--- src/rtl/fetch_stage.sv ---
// Instruction fetch stage: sequential PC advance, I-cache handshake, stall hold
// buffer and redirect handling with a drain state for an in-flight cache read.
module fetch_stage (
  input  logic        clk,
  input  logic        reset,
  input  logic        stall,
  input  logic        redirect,
  input  logic [15:0] redirect_pc,
  input  logic        icache_resp,
  input  logic [15:0] icache_rdata,
  output logic        icache_read,
  output logic [15:0] icache_address,
  output logic [15:0] pc,
  output logic [31:0] ifid_out,
  output logic        ifid_load,
  output logic        ifid_squash
);

  typedef enum logic [1:0] {
    FETCH = 2'd0,
    HOLD  = 2'd1,
    DRAIN = 2'd2
  } state_t;

  state_t      state;
  logic [15:0] hold_buf;
  logic [15:0] pending;
  logic [15:0] pc_plus2;

  assign pc_plus2       = pc + 16'd2;
  assign icache_address = pc;

  // Outputs stay combinational from state so that reset drops the cache
  // request and a redirect squashes IF/ID within the same cycle.
  always_comb begin
    icache_read = 1'b0;
    ifid_load   = 1'b0;
    ifid_squash = redirect | reset;
    ifid_out    = {pc_plus2, icache_rdata};
    if (!reset) begin
      unique case (state)
        FETCH: begin
          icache_read = 1'b1;
          ifid_load   = icache_resp & ~redirect & ~stall;
        end
        HOLD: begin
          ifid_out  = {pc_plus2, hold_buf};
          ifid_load = ~redirect & ~stall;
        end
        DRAIN: icache_read = 1'b1;
        default: ;
      endcase
    end
  end

  always_ff @(posedge clk or posedge reset) begin
    if (reset) begin
      state    <= FETCH;
      pc       <= '0;
      hold_buf <= '0;
      pending  <= '0;
    end else begin
      unique case (state)
        FETCH: begin
          if (redirect) begin
            if (icache_resp) begin
              pc <= redirect_pc;
            end else begin
              pending <= redirect_pc;
              state   <= DRAIN;
            end
          end else if (icache_resp) begin
            if (stall) begin
              hold_buf <= icache_rdata;
              state    <= HOLD;
            end else begin
              pc <= pc_plus2;
            end
          end
        end
        HOLD: begin
          if (redirect) begin
            pc    <= redirect_pc;
            state <= FETCH;
          end else if (!stall) begin
            pc    <= pc_plus2;
            state <= FETCH;
          end
        end
        DRAIN: begin
          if (redirect) pending <= redirect_pc;
          // The outstanding read completes at the old address; its data is dropped.
          if (icache_resp) begin
            pc    <= redirect ? redirect_pc : pending;
            state <= FETCH;
          end
        end
        default: state <= FETCH;
      endcase
    end
  end

endmodule

--- config.mk ---
export PLATFORM = sky130hd
export DESIGN_NAME = fetch_stage
export DESIGN_NICKNAME = d
export VERILOG_FILES = /design/src/rtl/fetch_stage.sv
export SDC_FILE = /design/constraint.sdc
export NUM_CORES = 1
export LEC_CHECK = 0
export CAP_MARGIN = 40
export CORE_UTILIZATION = 40
export CTS_CLUSTER_DIAMETER = 150
export DETAILED_ROUTE_END_ITERATION = 6
export GPL_TIMING_DRIVEN = 0
export PLACE_DENSITY_LB_ADDON = 0.2
export SETUP_SLACK_MARGIN = 0.4
export SLEW_MARGIN = 10
export SYNTH_ARGS = -nofsm -noshare
export SYNTH_HDL_FRONTEND = slang
export SYNTH_SLANG_ARGS = --single-unit
--- constraint.sdc ---
create_clock -name clk -period 3.7 [get_ports clk]
set_clock_uncertainty 0.05 [all_clocks]
set_input_delay 0.74 -clock clk [delete_from_list [all_inputs] [get_ports clk]]
set_output_delay 0.74 -clock clk [all_outputs]
set_load 0.03 [all_outputs]
==> impl_metrics.py, run 1 <==
metrics = {
    "job": {
        "max_capacitance_violation_count": 0,
    },
    "cells_and_area": {
        "stdcell_count": 487,
        "regArea_um2": 1250,
        "flow.area_growth_from_synthesis_pct": 42.8,
        "final_layout_size_suffix_gt1_share_pct": 26.3,
        "utilization_pct": 58.9,
        "fillCellCount": 671,
        "multi_input_area_um2": 1520,
        "layout.nets": 427,
        "ant_diodes": 0,
    },
    "timing": {
        "setup_violations": 0,
        "final.period_utilization_pct": 87.2,
        "grt_setup_unrepaired": "true",
        "final_critical_path_setup_slack_ns": 0.474,
        "timing.hold.ws_ns": 0.456,
        "timing.final.hold_violations": 0,
        "maxClockFrequency_ghz": 0.310,
        "slew_headroom_pct": 59.9,
        "worst_pin_slew_ns": 0.602,
        "timing_max_transition_violations_final": 0,
        "finalCriticalPeriod_ns": 3.23,
    },
    "worst_setup_path": {
        "worstRegToRegCells": 6,
        "timing.rr.start": "icache_address[1]",
        "crit_fanout": 10,
        "slowest_cell_on_the_critical_path": "sky130_fd_sc_hd__clkdlybuf4s50_1",
        "worstPathRequired_ns": 2.91,
        "cp_cell_sequence": "clkdlybuf4s50_1, nor3b_4, buf_4, mux2_2, dlygate4sd2_1",
        "worst-endpoint-arrival_ns": 2.44,
        "setup.worst_path.end_class": "output port",
        "critical-path-top-delay-family": "buffers and inverters",
        "crit_path_start_kind": "input pin",
        "r2r_end": "icache_address[13]",
        "cp_num_buf_inv": 3,
        "max_stage_delay_ns": 0.51,
        "worst-setup-path-type": "input pin to output port",
        "ff2ff_setup_slack_ns": 1.78,
    },
    "clock_network": {
        "postCtsHoldBufs": 0,
        "clock_tree.htree_level_count": 2,
        "numCtsBuffers": 5,
        "tritoncts": "done",
        "clkTransAtPathRegs_ns": 0.09,
        "cts.sinks": 50,
        "insertion_delay_ns": 0.31,
        "cts.path.max_buffers": 2,
        "cts_root_buffer": "sky130_fd_sc_hd__clkbuf_8",
    },
    "global_route": {
        "pin_count_of_the_biggest_net_entering_global_routing": 32,
        "global_route_wire_length_before_repair_mm": 12.1,
        "grt_pass1_vias": 2404,
        "grt_util_all_layers_pct": 20.4,
        "antenna_found_initial": 0,
        "grt-ovfl-total": 0,
    },
    "synth": {
        "synth_edf_count": 0,
        "synth_largest_area_cell": "sky130_fd_sc_hd__dfrtp_1",
        "netlist_top_cells_count": "sky130_fd_sc_hd__mux2_2, sky130_fd_sc_hd__dfrtp_1, sky130_fd_sc_hd__buf_4, sky130_fd_sc_hd__nor2_1, sky130_fd_sc_hd__nand2_1",
        "yosysMostFrequentCell": "sky130_fd_sc_hd__mux2_2",
        "syn-mean-instance-area_um2": 10.8,
        "netlist_instances": 277,
        "ffs_w_async_s_r_synth_pct": 100,
        "synth_top_flop_cell": "sky130_fd_sc_hd__dfrtp_1",
        "synth_top_cells_by_area": "sky130_fd_sc_hd__dfrtp_1, sky130_fd_sc_hd__mux2_2, sky130_fd_sc_hd__buf_4, sky130_fd_sc_hd__xor2_1, sky130_fd_sc_hd__nor2_1",
        "synth.top_cell.area_share_pct": 41.8,
        "seq_area_frac_synth_pct": 41.8,
        "ys_ff_latch": 50,
        "post_synth_num_cell_types": 45,
        "synth.net_count": 315,
        "post_synth_instance_area_um2": 2990,
        "yosysWarnings": 0,
    },
    "placed_design": {
        "detailedPlace.worstSlack_ns": -0.00836,
        "final_weighted_congestion_of_routability_driven_global_placement": 0.794,
        "place.detailed.instances": 479,
        "buffer_ports.inserted": 102,
        "detailed_place_hpwl_mm": 5.71,
    },
    "floorplanning": {
        "core_um2": 7250,
        "design.portCount": 104,
        "initial_utilization_pct": 41.3,
        "design.die.area_um2": 7830,
        "placementRows": 31,
        "die_height_um": 88.5,
        "die_width_um": 88.5,
    },
    "drt": {
        "initial_drc_count": 166,
        "route.detailed.drc": 0,
        "number_of_optimization_iterations_in_the_first_detailed_route_pass": 4,
        "antenna_left": 0,
        "routed_via_density": 5.22,
        "wl_per_cell_um": 16.1,
        "via_count": 2543,
        "drt-total-wl_mm": 7.83,
    },
    "power_and_ir_drop": {
        "power_switching_w": 0.000862,
        "combinationalPowerShare_pct": 48.7,
        "internal_power_w": 0.00130,
        "power_per_cell_area_nw_per_um2": 506,
        "power_frac_seq_pct": 36.2,
        "peakVddDrop_mv": 0.203,
        "power.share.clock_pct": 15.1,
        "power_leakage_nw": 1.83,
        "switching_share_pct": 39.8,
    },
    "min_path": {
        "hp-start": "hold_buf[14]",
        "min_delay_worst_endpoint": "hold_buf[14]",
        "worst_hold_path_stage_count": 1,
        "hp-class": "flop to flop",
    },
    "outcome": {
        "outcome": "finished clean",
    },
}
-- worst max-delay path by stage --
stage,startpoint,endpoint,slack [ns],depth (start not counted)
3_5_place_dp,reset,ifid_out[7],-0.008,5
2_1_floorplan,reset,ifid_squash,0.63,2
4_1_cts,icache_resp,ifid_load,0.41,4
6_report,reset,ifid_out[5],0.47,5
5_1_grt,reset,ifid_squash,0.39,4
3_3_place_gp,reset,ifid_squash,-0.75,4
-- power groups by stage --
| stage | clock (W) | sequential [W] | combinational [W] |
|---|---|---|---|
| after floorplan | 0 | 0.000839 | 0.000591 |
| after global placement | 0 | 0.000784 | 0.00104 |
| after detailed placement | 0 | 0.000793 | 0.00106 |
| after CTS | 0.000333 | 0.000784 | 0.00106 |
| after global routing | 0.000354 | 0.000801 | 0.00113 |
| final | 0.000327 | 0.000784 | 0.00105 |
-- kinds of logic after synthesis --
logic type / share of synthesized area (%)
buffers and inverters: 8.03
DFF: 41.8
and+or+nand+nor: 15.3
xor gates and xnor gates: 2.93
AOI/OAI and AO/OA: 11.7
muxes: 19.9
adders and majority gates: 0.418
-- metal layers --
layer / routed length [um] / global-route usage, % / vias to the layer above
li1: - / - / 1216
met1: 3340 / 25.7 / 1219
met2: 3860 / 35.2 / 102
met3: 546 / 5.22 / 6
met4: 74 / 4.84 / 0
met5: 0 / 0 / -
-- stage by stage --
step | instance area [um^2] | TNS [ns] | total power (W)
after floorplan | 2990 | 0 | 0.00143
after global placement | 4140 | -0.753 | 0.00183
after detailed placement | 4160 | -0.0367 | 0.00185
after CTS | 4250 | 0 | 0.00218
after global routing | 4270 | 0 | 0.00228
final | 4270 | 0 | 0.00216
-- layout by cell type, fill, tap and decap left out, types with 2 or more instances in the layout --
master,netlist,layout
sky130_fd_sc_hd__nand2_1,15,15
sky130_fd_sc_hd__a21oi_1,7,7
sky130_fd_sc_hd__inv_1,6,5
sky130_fd_sc_hd__o21ai_0,9,9
sky130_fd_sc_hd__clkbuf_8,0,6
sky130_fd_sc_hd__nor2_1,16,16
sky130_fd_sc_hd__nand3_1,8,8
sky130_fd_sc_hd__nand4_1,3,3
sky130_fd_sc_hd__clkdlybuf4s50_1,0,80
sky130_fd_sc_hd__buf_4,24,26
sky130_fd_sc_hd__dfrtp_1,50,48
sky130_fd_sc_hd__mux2_2,51,51
sky130_fd_sc_hd__xor2_1,7,7
sky130_fd_sc_hd__a221o_1,3,3
sky130_fd_sc_hd__dfrtp_2,0,2
sky130_fd_sc_hd__dlygate4sd2_1,0,16
sky130_fd_sc_hd__nor3b_1,7,7
sky130_fd_sc_hd__dlymetal6s2s_1,0,6
sky130_fd_sc_hd__a221oi_1,5,5
sky130_fd_sc_hd__buf_2,3,3
sky130_fd_sc_hd__a31oi_1,3,3
sky130_fd_sc_hd__nor3_1,9,9
sky130_fd_sc_hd__mux2i_1,2,2
sky130_fd_sc_hd__and3_1,3,3
sky130_fd_sc_hd__clkbuf_1,3,3
sky130_fd_sc_hd__or3_1,4,4
sky130_fd_sc_hd__xnor2_1,3,3
sky130_fd_sc_hd__o2bb2ai_1,5,5
sky130_fd_sc_hd__o211ai_1,4,4
sky130_fd_sc_hd__nand2b_1,5,5
-- worst reg2reg max path, cell delays in order (launching register included) --
cell and delay (ns):
sky130_fd_sc_hd__dfrtp_2 0.49, sky130_fd_sc_hd__ha_1 0.25, sky130_fd_sc_hd__nand4_1 0.11, sky130_fd_sc_hd__buf_4 0.19
sky130_fd_sc_hd__nor3_1 0.28, sky130_fd_sc_hd__nor3b_1 0.10, sky130_fd_sc_hd__o32a_1 0.34
-- registers in the layout, summed over array words and instances (netlist names) --
signal          flops
icache_address     16
state               2
hold_buf           16
pending            16
-- cell type report --
cell class              instances  area share [%]
flip-flops and latches         50            29.3
plain buffers                  31            5.09
inverters                       6           0.527
well taps                      99            2.90
clock buffers                   6            1.93
repair buffers                105            24.6
multi-input cells             190            35.6
-- timing repair --
item / 4_1_cts / 5_1_grt
resized for setup: 20 / 7
setup buffers: 2 / 0
cloned: 0 / 0
setup endpoints to repair: 21 / 8
pin swaps: 1 / 0
Power figures use the tool's default switching activity.
==> run 2, diff against run 1 <==
--- a/config.mk
+++ b/config.mk
@@ -6,6 +6,7 @@
 export NUM_CORES = 1
 export LEC_CHECK = 0
 export CAP_MARGIN = 40
+export CORE_MARGIN = 2
 export CORE_UTILIZATION = 40
 export CTS_CLUSTER_DIAMETER = 150
 export DETAILED_ROUTE_END_ITERATION = 6
==> run 2 against run 1 <==
Compared with the run above:
- clock power fell by 3%
- critical path depth did not move
- first-iteration DRC count fell by 26%
- routed wire length fell by 2.0%
- total power fell by 0.49%
- register-to-register slack got worse by 0.02 ns
- global-route usage fell by 2.0 points
- largest power group unchanged
- combinational power barely moved
- worst setup slack got worse by 0.0039 ns
- critical path type unchanged
- sequential share of layout area rose by 0.060 points
- cell area fell by 0.20%
==> impl_metrics.py, run 2 (synthesized netlist as in run 1, its figures left out) <==
metrics = {
    "outcome": {
        "outcome": "finished clean",
    },
    "clock_network": {
        "cts.sinks": 50,
        "insertion_delay_ns": 0.30,
        "cts.path.max_buffers": 2,
        "clkTransAtPathRegs_ns": 0.08,
        "numCtsBuffers": 5,
        "cts_root_buffer": "sky130_fd_sc_hd__clkbuf_8",
        "clock_tree.htree_level_count": 2,
        "tritoncts": "done",
    },
    "timing": {
        "maxClockFrequency_ghz": 0.310,
        "finalCriticalPeriod_ns": 3.23,
        "slew_headroom_pct": 60.0,
        "final.period_utilization_pct": 87.3,
        "worst_pin_slew_ns": 0.600,
        "timing.hold.ws_ns": 0.457,
        "timing.final.hold_violations": 0,
        "timing_max_transition_violations_final": 0,
        "setup_violations": 0,
        "grt_setup_unrepaired": "true",
    },
    "power_and_ir_drop": {
        "power_per_cell_area_nw_per_um2": 505,
        "post-layout-total-power_w": 0.00215,
        "power_leakage_nw": 1.79,
        "peakVddDrop_mv": 0.226,
    },
    "worst_setup_path": {
        "ff2ff_setup_slack_ns": 1.76,
        "setup.worst_path.end_class": "output port",
        "timing.rr.start": "icache_address[1]",
        "crit_fanout": 10,
        "worst-setup-path-type": "input pin to output port",
        "worst-endpoint-arrival_ns": 2.44,
        "worstRegToRegCells": 6,
        "r2r_end": "icache_address[13]",
        "worstPathRequired_ns": 2.91,
        "crit_path_start_kind": "input pin",
    },
    "global_route": {
        "antenna_found_initial": 0,
        "grt_util_all_layers_pct": 18.4,
        "grt_pass1_vias": 2439,
        "global_route_wire_length_before_repair_mm": 12.2,
        "grt-ovfl-total": 0,
        "pin_count_of_the_biggest_net_entering_global_routing": 38,
    },
    "floorplanning": {
        "die_height_um": 90.5,
        "core_um2": 7250,
        "design.die.area_um2": 8190,
        "design.portCount": 104,
        "placementRows": 31,
        "die_width_um": 90.5,
        "initial_utilization_pct": 41.3,
    },
    "cells_and_area": {
        "utilization_pct": 58.8,
        "layout.cell_area.non_filler_um2": 4270,
        "most_frequent_cells_in_the_layout": "sky130_fd_sc_hd__clkdlybuf4s50_1, sky130_fd_sc_hd__mux2_2, sky130_fd_sc_hd__dfrtp_1",
        "fillCellCount": 662,
        "stdcell_count": 487,
        "regArea_um2": 1250,
        "leading_cell_type_in_the_layout_fill_and_taps_excluded": "sky130_fd_sc_hd__clkdlybuf4s50_1",
        "multi_input_area_um2": 1520,
        "layout.nets": 427,
        "flow.area_growth_from_synthesis_pct": 42.5,
        "final_layout_size_suffix_gt1_share_pct": 26.3,
        "ant_diodes": 0,
    },
    "drt": {
        "via_count": 2588,
        "routed_via_density": 5.31,
        "initial_drc_count": 123,
        "drt-total-wl_mm": 7.67,
        "number_of_optimization_iterations_in_the_first_detailed_route_pass": 4,
        "antenna_left": 0,
        "wl_per_cell_um": 15.7,
        "route.detailed.drc": 0,
    },
    "job": {
        "max_capacitance_violation_count": 0,
    },
    "min_path": {
        "hp-class": "flop to flop",
        "hp-start": "hold_buf[7]",
        "worst_hold_path_stage_count": 1,
        "min_delay_worst_endpoint": "hold_buf[7]",
    },
    "placed_design": {
        "buffer_ports.inserted": 102,
        "place.detailed.instances": 479,
        "detailed_place_hpwl_mm": 5.67,
        "placed_cell_area_um2": 4160,
        "final_weighted_congestion_of_routability_driven_global_placement": 0.776,
    },
}
[run 2: cell count changes in the layout (fill, tap and decap cells not counted), sizes merged]
cell and delta:
dlygate4sd2 +1, clkdlybuf4s50 +2, dlymetal6s2s -3
[run 2: repair_timing]
action                     CTS  global route
gates cloned                 0             0
setup endpoints to repair   21             4
pin swaps                    1             0
hold buffers                 0             0
gates resized for setup     21             4
buffers inserted             2             0
[run 2: routing by layer]
layer	track usage [%]	vias up	wire length (um)
li1	-	1216	-
met1	23.0	1255	3250
met2	31.3	110	3690
met3	5.18	7	638
met4	4.74	0	87
met5	0	-	0
[run 2: area by class of cell]
cell class | instances | share of cell area, %
Inverter | 6 | 0.528
Clock buffer | 6 | 1.94
Sequential cell | 50 | 29.4
Timing Repair Buffer | 105 | 24.4
Multi-Input combinational cell | 190 | 35.7
Tap cell | 99 | 2.90
Buffer | 31 | 5.10
[run 2: how the worst max path moves through the flow]
stage	start	to	slack (ns)	cells past startpoint
after detailed placement	reset	ifid_out[6]	0.03	5
after floorplan	reset	ifid_squash	0.63	2
final	reset	ifid_out[6]	0.47	5
after global routing	icache_address[8]	ifid_out[28]	0.38	4
after global placement	reset	ifid_squash	-0.71	4
after CTS	icache_address[1]	ifid_out[31]	0.40	6
[run 2: report_power, final]
| part | internal [W] | switching, W |
|---|---|---|
| Combinational | 0.000494 | 0.000559 |
| Clock | 0.000145 | 0.000173 |
| Sequential | 0.000663 | 0.000119 |
[run 2: per-stage QoR]
stage,setup TNS (ns),setup WS (ns)
2_1_floorplan,0,0.627
3_3_place_gp,-0.709,-0.709
3_5_place_dp,0,0.0283
4_1_cts,0,0.397
5_1_grt,0,0.382
6_report,0,0.470
[run 2: worst max-delay path: stages]
cell and delay [ns]:
sky130_fd_sc_hd__clkdlybuf4s50_1 0.51, sky130_fd_sc_hd__nor3b_4 0.26, sky130_fd_sc_hd__buf_4 0.21, sky130_fd_sc_hd__mux2_2 0.35
sky130_fd_sc_hd__dlygate4sd2_1 0.36
